## src/rtl/jk_bank_sequencer_if.sv

```systemverilog
// jk_bank_sequencer_if
//   Command handshake between the control logic (master) and the JK bank
//   sequencer (slave). A command is accepted on the rising clock edge where
//   cmd_valid and cmd_ready are both high.
//   Signals:
//     cmd_valid  master -> slave  command present
//     cmd_ready  slave -> master  sequencer can accept a command
//     cmd_op     master -> slave  00 clear, 01 load, 10 count up, 11 count down
//     cmd_data   master -> slave  load value or step count (WIDTH bits)
interface jk_bank_sequencer_if #(
  parameter int WIDTH = 4
);
  logic             cmd_valid;
  logic             cmd_ready;
  logic [1:0]       cmd_op;
  logic [WIDTH-1:0] cmd_data;

  modport master (
    output cmd_valid,
    output cmd_op,
    output cmd_data,
    input  cmd_ready
  );

  modport slave (
    input  cmd_valid,
    input  cmd_op,
    input  cmd_data,
    output cmd_ready
  );
endinterface

```

## src/rtl/jk_bank_sequencer.sv

```systemverilog
// jk_bank_sequencer
//   Drives the J/K inputs of a WIDTH-bit bank of JK flip-flops to clear it,
//   load it, or count it up/down modulo MOD for a number of steps, then reads
//   the bank back and reports done/err.
//   Ports:
//     clk        rising-edge clock
//     rst        asynchronous reset, active low
//     cmd        command handshake (slave side of jk_bank_sequencer_if)
//     q_in       Q outputs of the JK bank
//     j_out      J inputs to the JK bank
//     k_out      K inputs to the JK bank
//     busy       command in progress
//     done       one-cycle pulse when a command finishes
//     err        one-cycle pulse with done when the command failed
//     wrap       one-cycle pulse while a wrapping count step is driven
module jk_bank_sequencer #(
  parameter int WIDTH = 4,
  parameter int MOD   = 10
) (
  input  logic                clk,
  input  logic                rst,
  jk_bank_sequencer_if.slave  cmd,
  input  logic [WIDTH-1:0]    q_in,
  output logic [WIDTH-1:0]    j_out,
  output logic [WIDTH-1:0]    k_out,
  output logic                busy,
  output logic                done,
  output logic                err,
  output logic                wrap
);

  typedef enum logic [1:0] {
    IDLE  = 2'd0,
    APPLY = 2'd1,
    RUN   = 2'd2,
    CHECK = 2'd3
  } state_t;

  localparam logic [1:0] OP_CLEAR = 2'b00;
  localparam logic [1:0] OP_LOAD  = 2'b01;
  localparam logic [1:0] OP_UP    = 2'b10;

  // Modulus arithmetic is done one bit wider so MOD = 2**WIDTH is representable.
  localparam logic [WIDTH:0]   MOD_W  = (WIDTH+1)'(MOD);
  localparam logic [WIDTH:0]   MOD_M1 = (WIDTH+1)'(MOD - 1);
  localparam logic [WIDTH:0]   ONE_W  = (WIDTH+1)'(1);
  localparam logic [WIDTH-1:0] ONE_N  = WIDTH'(1);

  state_t           state, state_d;
  logic [1:0]       op_q, op_d;
  logic [WIDTH-1:0] data_q, data_d;
  logic [WIDTH-1:0] steps_q, steps_d;
  logic [WIDTH-1:0] expected_q, expected_d;
  logic             force_err_q, force_err_d;
  logic             live_q;

  logic [WIDTH:0]   q_ext;
  logic [WIDTH:0]   next_ext;
  logic [WIDTH-1:0] next_val;
  logic             step_wrap;
  logic             load_ok;

  assign q_ext    = {1'b0, q_in};
  assign next_val = next_ext[WIDTH-1:0];
  assign load_ok  = ({1'b0, data_q} < MOD_W);
  assign busy     = (state != IDLE);

  // live_q holds cmd_ready low until the first clock edge after reset release.
  always_ff @(posedge clk or negedge rst) begin
    if (!rst) begin
      state       <= IDLE;
      op_q        <= '0;
      data_q      <= '0;
      steps_q     <= '0;
      expected_q  <= '0;
      force_err_q <= 1'b0;
      live_q      <= 1'b0;
    end else begin
      state       <= state_d;
      op_q        <= op_d;
      data_q      <= data_d;
      steps_q     <= steps_d;
      expected_q  <= expected_d;
      force_err_q <= force_err_d;
      live_q      <= 1'b1;
    end
  end

  // Next bank value for one count step. Out-of-range bank values snap to the
  // wrap target without flagging a wrap.
  always_comb begin
    next_ext  = '0;
    step_wrap = 1'b0;
    if (op_q == OP_UP) begin
      if (q_ext == MOD_M1) begin
        next_ext  = '0;
        step_wrap = 1'b1;
      end else if (q_ext >= MOD_W) begin
        next_ext  = '0;
      end else begin
        next_ext  = q_ext + ONE_W;
      end
    end else begin
      if (q_ext == '0) begin
        next_ext  = MOD_M1;
        step_wrap = 1'b1;
      end else if (q_ext >= MOD_W) begin
        next_ext  = MOD_M1;
      end else begin
        next_ext  = q_ext - ONE_W;
      end
    end
  end

  // The bank samples j/k on the same edge the FSM advances, so q_in shows the
  // effect of an APPLY/RUN cycle in the following state.
  always_comb begin
    state_d       = state;
    op_d          = op_q;
    data_d        = data_q;
    steps_d       = steps_q;
    expected_d    = expected_q;
    force_err_d   = force_err_q;
    j_out         = '0;
    k_out         = '0;
    cmd.cmd_ready = 1'b0;
    done          = 1'b0;
    err           = 1'b0;
    wrap          = 1'b0;
    case (state)
      IDLE: begin
        cmd.cmd_ready = live_q;
        if (cmd.cmd_valid && live_q) begin
          op_d        = cmd.cmd_op;
          data_d      = cmd.cmd_data;
          force_err_d = 1'b0;
          state_d     = APPLY;
        end
      end
      APPLY: begin
        case (op_q)
          OP_CLEAR: begin
            k_out      = '1;
            expected_d = '0;
            state_d    = CHECK;
          end
          OP_LOAD: begin
            if (load_ok) begin
              j_out      = data_q;
              k_out      = ~data_q;
              expected_d = data_q;
            end else begin
              force_err_d = 1'b1;
            end
            state_d = CHECK;
          end
          default: begin
            steps_d = data_q;
            if (data_q == '0) begin
              expected_d = q_in;
              state_d    = CHECK;
            end else begin
              state_d    = RUN;
            end
          end
        endcase
      end
      RUN: begin
        // Toggling exactly the bits that differ moves the bank to next_val.
        j_out      = q_in ^ next_val;
        k_out      = q_in ^ next_val;
        expected_d = next_val;
        wrap       = step_wrap;
        steps_d    = steps_q - ONE_N;
        if (steps_q == ONE_N) begin
          state_d = CHECK;
        end
      end
      CHECK: begin
        done    = 1'b1;
        err     = force_err_q || (q_in != expected_q);
        state_d = IDLE;
      end
      default: begin
        state_d = IDLE;
      end
    endcase
  end

endmodule

```

## src/flat_wrapper.sv

```systemverilog
// flat-port wrapper written by rule: the top's interface ports become plain ports
module jk_bank_sequencer_flat 
#(
  parameter int WIDTH = 4,
  parameter int MOD   = 10
)
  (clk, rst, q_in, j_out, k_out, busy, done, err, wrap, cmd_cmd_valid, cmd_cmd_op, cmd_cmd_data, cmd_cmd_ready);
  jk_bank_sequencer_if #(.WIDTH(WIDTH)) cmd_i ();
  input  logic clk;
  input  logic rst;
  input  logic [WIDTH-1:0] q_in;
  output logic [WIDTH-1:0] j_out;
  output logic [WIDTH-1:0] k_out;
  output logic busy;
  output logic done;
  output logic err;
  output logic wrap;
  input wire logic [$bits(cmd_i.cmd_valid)-1:0] cmd_cmd_valid;
  input wire logic [$bits(cmd_i.cmd_op)-1:0] cmd_cmd_op;
  input wire logic [$bits(cmd_i.cmd_data)-1:0] cmd_cmd_data;
  output wire logic [$bits(cmd_i.cmd_ready)-1:0] cmd_cmd_ready;
  assign cmd_i.cmd_valid = cmd_cmd_valid;
  assign cmd_i.cmd_op = cmd_cmd_op;
  assign cmd_i.cmd_data = cmd_cmd_data;
  assign cmd_cmd_ready = cmd_i.cmd_ready;
  jk_bank_sequencer #(.WIDTH(WIDTH), .MOD(MOD)) u_core (.clk(clk), .rst(rst), .cmd(cmd_i), .q_in(q_in), .j_out(j_out), .k_out(k_out), .busy(busy), .done(done), .err(err), .wrap(wrap));
endmodule
```

## config.mk

```make
export PLATFORM = sky130hd
export DESIGN_NAME = jk_bank_sequencer_flat
export DESIGN_NICKNAME = d
export VERILOG_FILES = /design/src/rtl/jk_bank_sequencer_if.sv /design/src/rtl/jk_bank_sequencer.sv /design/src/flat_wrapper.sv
export SDC_FILE = /design/constraint.sdc
export NUM_CORES = 1
export LEC_CHECK = 0
export CAP_MARGIN = 20
export CORE_ASPECT_RATIO = 0.7
export CORE_UTILIZATION = 58
export DETAILED_ROUTE_END_ITERATION = 7
export PLACE_DENSITY = 0.86
export SYNTH_ARGS = -nofsm -noshare
export SYNTH_HDL_FRONTEND = slang
export SYNTH_SLANG_ARGS = --single-unit
```

## constraint.sdc

```tcl
create_clock -name clk -period 4.8 [get_ports clk]
set_input_delay 0.48 -clock clk [delete_from_list [all_inputs] [get_ports clk]]
set_output_delay 0.48 -clock clk [all_outputs]
set_load 0.01 [all_outputs]
```

==> results by group, run 1 <==
Yosys
  • Ys flop type: dfrtp_1
  • Ys Warns: 0
  • Syn Nets: 210
  • Simple-gate share of the synthesized area: 0.2044
  • Synthesis-stage register bit count: 18
  • Post-Synth XOR/XNOR Area: 0.03289
  • Cell area after synthesis: between 0.0015 and 0.002 sq mm
  • Largest family of logic cells by synthesized area: compound AO/OA/AOI/OAI gates
  • Mapped Cells: about 190
  • Synth cell types: 55
  • Synth top area share: 0.2819
  • Mean Syn Cell Area: roughly 8.5 sq um
  • Synth Area in Compound Gates: 0.2647
  • Synth area leader: dfrtp_1
  • Post-synthesis mux area share: 0.05560
  • Post-Synth Adder-Cell Area: 0.07831
  • Synth async-reset ratio: 1.000
  • EDFF count, synth: 0
  • Top post-synthesis cells by area: dfrtp_1 (28%), ha_1 (7.8%), o21ai_0 (4.7%)
  • Post-synthesis sequential area ratio: 0.2819

Floorplan
  • # rows: 15
  • Die X: about 65 um
  • Initial Utilization: 0.6306
  • Full die area: a little under 0.003 sq mm
  • Core ar.: ~0.0025 sq mm
  • IO Pins: 26
  • Die height: about 46 um

Power
  • Worst VDD drop: approximately 400 uV
  • Switching share of power: 0.4776
  • Pwr/cell area: between 600 and 700 mW/mm^2
  • Int Power: about 0.61 mW
  • Seq pwr share: 0.297
  • Clk network pwr share: 0.095
  • Static Leak: about 0.76 nW
  • Share of total power in combinational logic: 0.608
  • Switch Pwr: ~0.55 mW

Timing
  • RSZ-0062 raised after global routing: false
  • Skew final: between 0.003 and 0.004 ns
  • Final setup violation count: 0
  • Setup ws final: about 1.1 ns
  • Worst-Margin Slew: 0.8448 ns
  • Final setup TNS: 0 ns
  • Fin crit share: 0.7766
  • Slew HR: 0.4350
  • Achievable frequency: approximately 0.27 GHz
  • Pins Over Slew Limit: 0
  • Final hold violation count: 0
  • Final min period: about 3.7 ns

Final layout
  • Synth-to-layout area growth: 15.74%
  • Antenna cells: 0
  • Layout cells sized above 1: 0.07882
  • Nets: between 200 and 250

Hold path
  • Worst hold path type: reg -> reg
  • Hold Crit Depth: 2

Clock tree
  • CTS tree: yes
  • Clock transition at path regs: ~0.070 ns
  • Num CTS Buffers: 3
  • CTS HTree Levels: 1
  • Hold-fix buffer count after cts: 0
  • CTS resizes: 0
  • Sink Count: 18
  • Post CTS Setup Buffer Count: 0
  • CTS root buf: clkbuf_8
  • CTS max path bufs: 2
  • Worst skew pair latency: about 0.26 ns

Setup path
  • Max stage delay cell, worst path: clkdlybuf4s50_1
  • Worst Setup Path Type: in -> out
  • Crit-path cells: clkdlybuf4s50_1, inv_1, ha_1, nor4b_1, a31oi_1, o32a_2, and3_4, o31a_1, clkdlybuf4s50_1
  • WP data required: ~4.3 ns
  • Arrival @ worst endpoint: 3.25 ns
  • CP peak stage delay: 0.66 ns
  • Crit path depth: 9
  • Max Fanout on Critical Path: 9
  • Critical Path Most Common Cell: clkdlybuf4s50_1
  • Worst Reg-to-Reg Cells: 5
  • CP startpoint kind: input pin
  • WP buf/inv: 3
  • Cell family with most CP delay: buffers and inverters
  • Kind of end point of the critical path: output port

Route
  • DRT iter0 DRCs: ~170
  • DRC: 0
  • DRT Pass-1 Iters: 4
  • Routed len/inst: around 17 um
  • Via count: 1553
  • Wirelength, routed: roughly 4000 um
  • Detail Route Antenna Nets: 0
  • Vias per cell: approximately 6.6

Run status
  • Status: finished, final reports clean

Placement
  • Routability Congestion: ~0.95
  • Port Buffers: 25
  • HPWL Detailed: between 2000 and 3000 um
  • Dpl ws: about 1.1 ns

Global routing
  • Vias in the first global route: between 1000 and 1500
  • Total grt overflow: 0
  • Initial antenna violation count: 0
  • First-pass GRT wire length: roughly 6700 um
  • Pin count of the biggest net entering global routing: 27
  • All-layer global routing usage: 0.3056

Flow run
  • Max-cap violations: 0
==> flip-flops by register name (all words and copies together), names as in the netlist <==
name                cells
u_core.live_q           1
u_core.data_q           4
u_core.force_err_q      1
u_core.op_q             2
u_core.state            2
u_core.steps_q          4
u_core.expected_q       4
==> path summary, 6_finish.rpt <==
check / start / endpoint / slack, ns
setup / recovery: q_in[0] / j_out[3] / 1.07
hold / removal: u_core.expected_q[1] / u_core.expected_q[1] / 0.51
setup reg to reg: u_core.op_q[1] / u_core.expected_q[2] / 2.68
hold reg to reg: u_core.expected_q[1] / u_core.expected_q[1] / 0.51
max in group asynchronous: rst / u_core.force_err_q / 3.58
min in group asynchronous: rst / u_core.expected_q[2] / 0.70
==> cell usage after synthesis (5+ instances only) <==
cell and count:
dfrtp_1 18, nand2_1 16, o21ai_0 15, inv_1 12, ha_1 10, o31ai_1 10, a21oi_1 9, nor2_1 8
mux2_2 6, nand3_1 6, clkbuf_1 5, xnor2_1 5
==> worst register-to-register path, delay by kind of cell, from the launching register on <==
kind	cells	cell delay, ns
DFF	1	0.73
AOI/OAI and AO/OA	2	0.57
and+or+nand+nor	2	0.40
muxes	1	0.34
==> cells by family after synthesis <==
logic type | after synthesis
adders and majority gates | 10
DFF | 18
and+or+nand+nor | 58
xor gates and xnor gates | 6
AOI/OAI and AO/OA | 62
buffers and inverters | 24
other | 1
muxes | 8
==> power groups by stage <==
stage          clock network, mW  registers [mW]  logic [mW]
5_1_grt                    0.115           0.359       0.778
3_5_place_dp                   0           0.344       0.695
3_3_place_gp                   0           0.338       0.672
6_report                   0.110           0.344       0.704
4_1_cts                    0.113           0.340       0.699
2_1_floorplan                  0           0.281       0.547
==> layout make-up <==
type,count,area [sq um]
Multi-Input combinational cell,145,1020
Timing Repair Buffer,25,250.2
Tap cell,34,42.54
Clock buffer,3,41.29
Fill cell,205,684.4
Sequential cell,18,450.4
Inverter,12,45.04
==> per-layer routing <==
metal  wire length [um]  GRT usage  vias to the layer above  part of all wire
li1                   -          -                      727                 -
met1               1849     0.4509                      752              0.47
met2               1786     0.4479                       72              0.45
met3                311    0.07750                        2             0.078
met4                 21    0.06222                        0            0.0053
met5                  0          0                        -                 0
==> layout by cell type, fill, tap and decap left out, types with 2 or more instances in the layout <==
cell type         n
clkdlybuf4s50_1  25
dfrtp_1          18
nand2_1          16
o21ai_0          15
inv_1            12
o31ai_1          10
ha_1             10
a21oi_1           9
nor2_1            8
nand3_1           6
mux2_2            6
xnor2_1           5
and3_1            3
nor4_1            3
o2bb2ai_1         3
nand4_1           3
o21ai_1           3
a211oi_1          3
nor2b_1           3
a221oi_1          3
clkbuf_8          3
or3b_1            2
nor4b_1           2
a31oi_1           2
nand2b_1          2
o31a_1            2
a21boi_1          2
==> metrics by stage <==
stage	total power [mW]	hold slack (ns)	instance area [sq um]	util	cells
floorplan	0.8279	0.1844	1598	-	187
global placement	1.010	0.4855	1808	0.7136	234
detailed placement	1.039	0.4968	1808	0.7136	234
CTS	1.152	0.5127	1849	0.7299	237
global route	1.252	0.5393	1849	0.7299	237
finish	1.158	0.5126	1849	0.7299	237
No activity file was read; power rests on OpenSTA's default activity.
==> inputs of run 2 (changes only) <==
--- a/config.mk
+++ b/config.mk
@@ -7,9 +7,9 @@
 export LEC_CHECK = 0
 export CAP_MARGIN = 20
 export CORE_ASPECT_RATIO = 0.7
-export CORE_UTILIZATION = 58
+export CORE_UTILIZATION = 53
 export DETAILED_ROUTE_END_ITERATION = 7
-export PLACE_DENSITY = 0.86
+export PLACE_DENSITY = 0.79
 export SYNTH_ARGS = -nofsm -noshare
 export SYNTH_HDL_FRONTEND = slang
 export SYNTH_SLANG_ARGS = --single-unit
==> constraint.sdc (replaced) <==
create_clock -name clk -period 3.55 [get_ports clk]
set_input_delay 0.355 -clock clk [delete_from_list [all_inputs] [get_ports clk]]
set_output_delay 0.355 -clock clk [all_outputs]
set_load 0.01 [all_outputs]
==> results by group, run 2 (same netlist as run 1, synthesis figures left out) <==
Final layout
  • Antenna cells: 0
  • Layout cells sized above 1: 0.1010
  • Commonest cells after routing, fill and taps aside: clkdlybuf4s50_1 (25), dfrtp_1 (18), nand2_1 (16)
  • Commonest non-fill, non-tap cell in the layout: clkdlybuf4s50_1
  • Util after Layout: 0.6693
  • Synth-to-layout area growth: 18.25%
  • Post-route design area: ~0.0019 sq mm
  • Nets: ~230
  • Post-route insts no fill: about 240
  • Largest regs: u_core.data_q (4), u_core.expected_q (4), u_core.steps_q (4)

Global routing
  • First-pass GRT wire length: between 6000 and 7000 um
  • Vias in the first global route: approximately 1300
  • Pin count of the biggest net entering global routing: 19
  • All-layer global routing usage: 0.2748
  • Initial antenna violation count: 0
  • Total grt overflow: 0

Route
  • DRT Pass-1 Iters: 4
  • DRT iter0 DRCs: 126
  • DRC: 0
  • Met1 wire length: ~1900 um
  • Vias per cell: around 6.3
  • Detail Route Antenna Nets: 0
  • Routed len/inst: ~17 um
  • DR top layer: met4
  • Via count: between 1500 and 2000
  • Met2 Wirelength: about 1800 um
  • Wirelength, routed: just over 4000 um
  • DR WL met3: between 300 and 400 um

Clock tree
  • CTS HTree Levels: 1
  • Clock transition at path regs: ~0.070 ns
  • CTS root buf: clkbuf_8
  • Sink Count: 18
  • CTS tree: yes
  • CTS resizes: 0
  • Post CTS Setup Buffer Count: 0
  • Worst skew pair latency: 0.26 ns
  • Num CTS Buffers: 3
  • Hold-fix buffer count after cts: 0
  • CTS max path bufs: 2

Floorplan
  • Core ar.: 0.002823 sq mm
  • Die height: between 40 and 50 um
  • Die X: just under 70 um
  • Full die area: roughly 0.0032 sq mm
  • # rows: 16
  • Initial Utilization: 0.5660
  • IO Pins: 26

Hold path
  • Hold Startpoint: u_core.expected_q[1]
  • Worst hold path type: reg -> reg

Placement
  • HPWL Detailed: around 3100 um
  • Dpl ws: between 0.3 and 0.4 ns
  • Placed Area: 0.001848 sq mm
  • Placed cell count: between 200 and 250
  • Routability Congestion: 1.026
  • Port Buffers: 25

Timing
  • Final min period: 3.241 ns
  • Achievable frequency: about 0.3 GHz
  • Slew HR: 0.4291
  • Final setup TNS: 0 ns
  • Skew final: 0.004591 ns
  • Worst-Margin Slew: around 0.85 ns
  • Final setup violation count: 0
  • RSZ-0062 raised after global routing: false
  • Fin crit share: 0.9130
  • Setup ws final: roughly 0.31 ns
  • Fin Hold WS: 0.5030 ns
  • Pins Over Slew Limit: 0
  • Final hold violation count: 0

Setup path
  • Arrival @ worst endpoint: between 2 and 3 ns
  • Critical Path Most Common Cell: clkdlybuf4s50_1
  • WP buf/inv: 3
  • Crit-path cells: clkdlybuf4s50_1, inv_1, ha_1, nor4b_1, a31oi_1, o32a_2, and3_4, o31a_1, clkdlybuf4s50_1
  • Kind of end point of the critical path: output port
  • CP Launch Point: q_in[0]
  • CP peak stage delay: 0.48 ns
  • Worst Setup Path Type: in -> out
  • R2r startpoint: u_core.op_q[0]
  • Max stage delay cell, worst path: clkdlybuf4s50_1
  • WP data required: 3.19 ns
  • CP startpoint kind: input pin
  • Max Fanout on Critical Path: 4
  • Cell family with most CP delay: buffers and inverters

Power
  • Total power: between 1.5 and 2 mW
  • Static Leak: 0.7811 nW
  • Pwr/cell area: approximately 840 mW/mm^2
  • Worst VDD drop: 440.3 uV

Flow run
  • Max-cap violations: 0

Run status
  • Status: finished, final reports clean
-- run 2: final cells by class --
| class | count | area [sq um] |
|---|---|---|
| Sequential cell | 18 | 450.4 |
| Clock buffer | 3 | 41.29 |
| Tap cell | 36 | 45.04 |
| Multi-Input combinational cell | 145 | 1020 |
| Inverter | 12 | 45.04 |
| Timing Repair Buffer | 30 | 287.8 |
| Fill cell | 232 | 933.4 |
-- run 2: worst reg2reg max path, cell delays in order (launching register included) --
cell and delay, ns:
dfrtp_1 0.51, and2b_4 0.35, mux2_1 0.34, a221oi_2 0.32, nor2b_1 0.09, o31ai_1 0.24
-- run 2: where the power goes --
| part | leakage, nW | switching, mW | internal [mW] |
|---|---|---|---|
| logic | 0.544 | 0.537 | 0.455 |
| registers | 0.215 | 0.139 | 0.303 |
| clock network | 0.0216 | 0.0712 | 0.0756 |
-- run 2: final timing paths --
path / end / slack [ns] / cells past startpoint
setup / recovery: j_out[3] / 0.31 / 9
hold / removal: u_core.expected_q[1] / 0.50 / 2
setup reg to reg: u_core.expected_q[2] / 1.61 / 5
hold reg to reg: u_core.expected_q[1] / 0.50 / 2
max in group asynchronous: u_core.data_q[1] / 2.44 / 1
min in group asynchronous: u_core.expected_q[3] / 0.58 / 1
-- run 2: layer usage --
layer,global-route usage,vias up
li1,-,734
met1,0.3909,716
met2,0.3901,74
met3,0.09524,5
met4,0.07660,0
met5,0,-
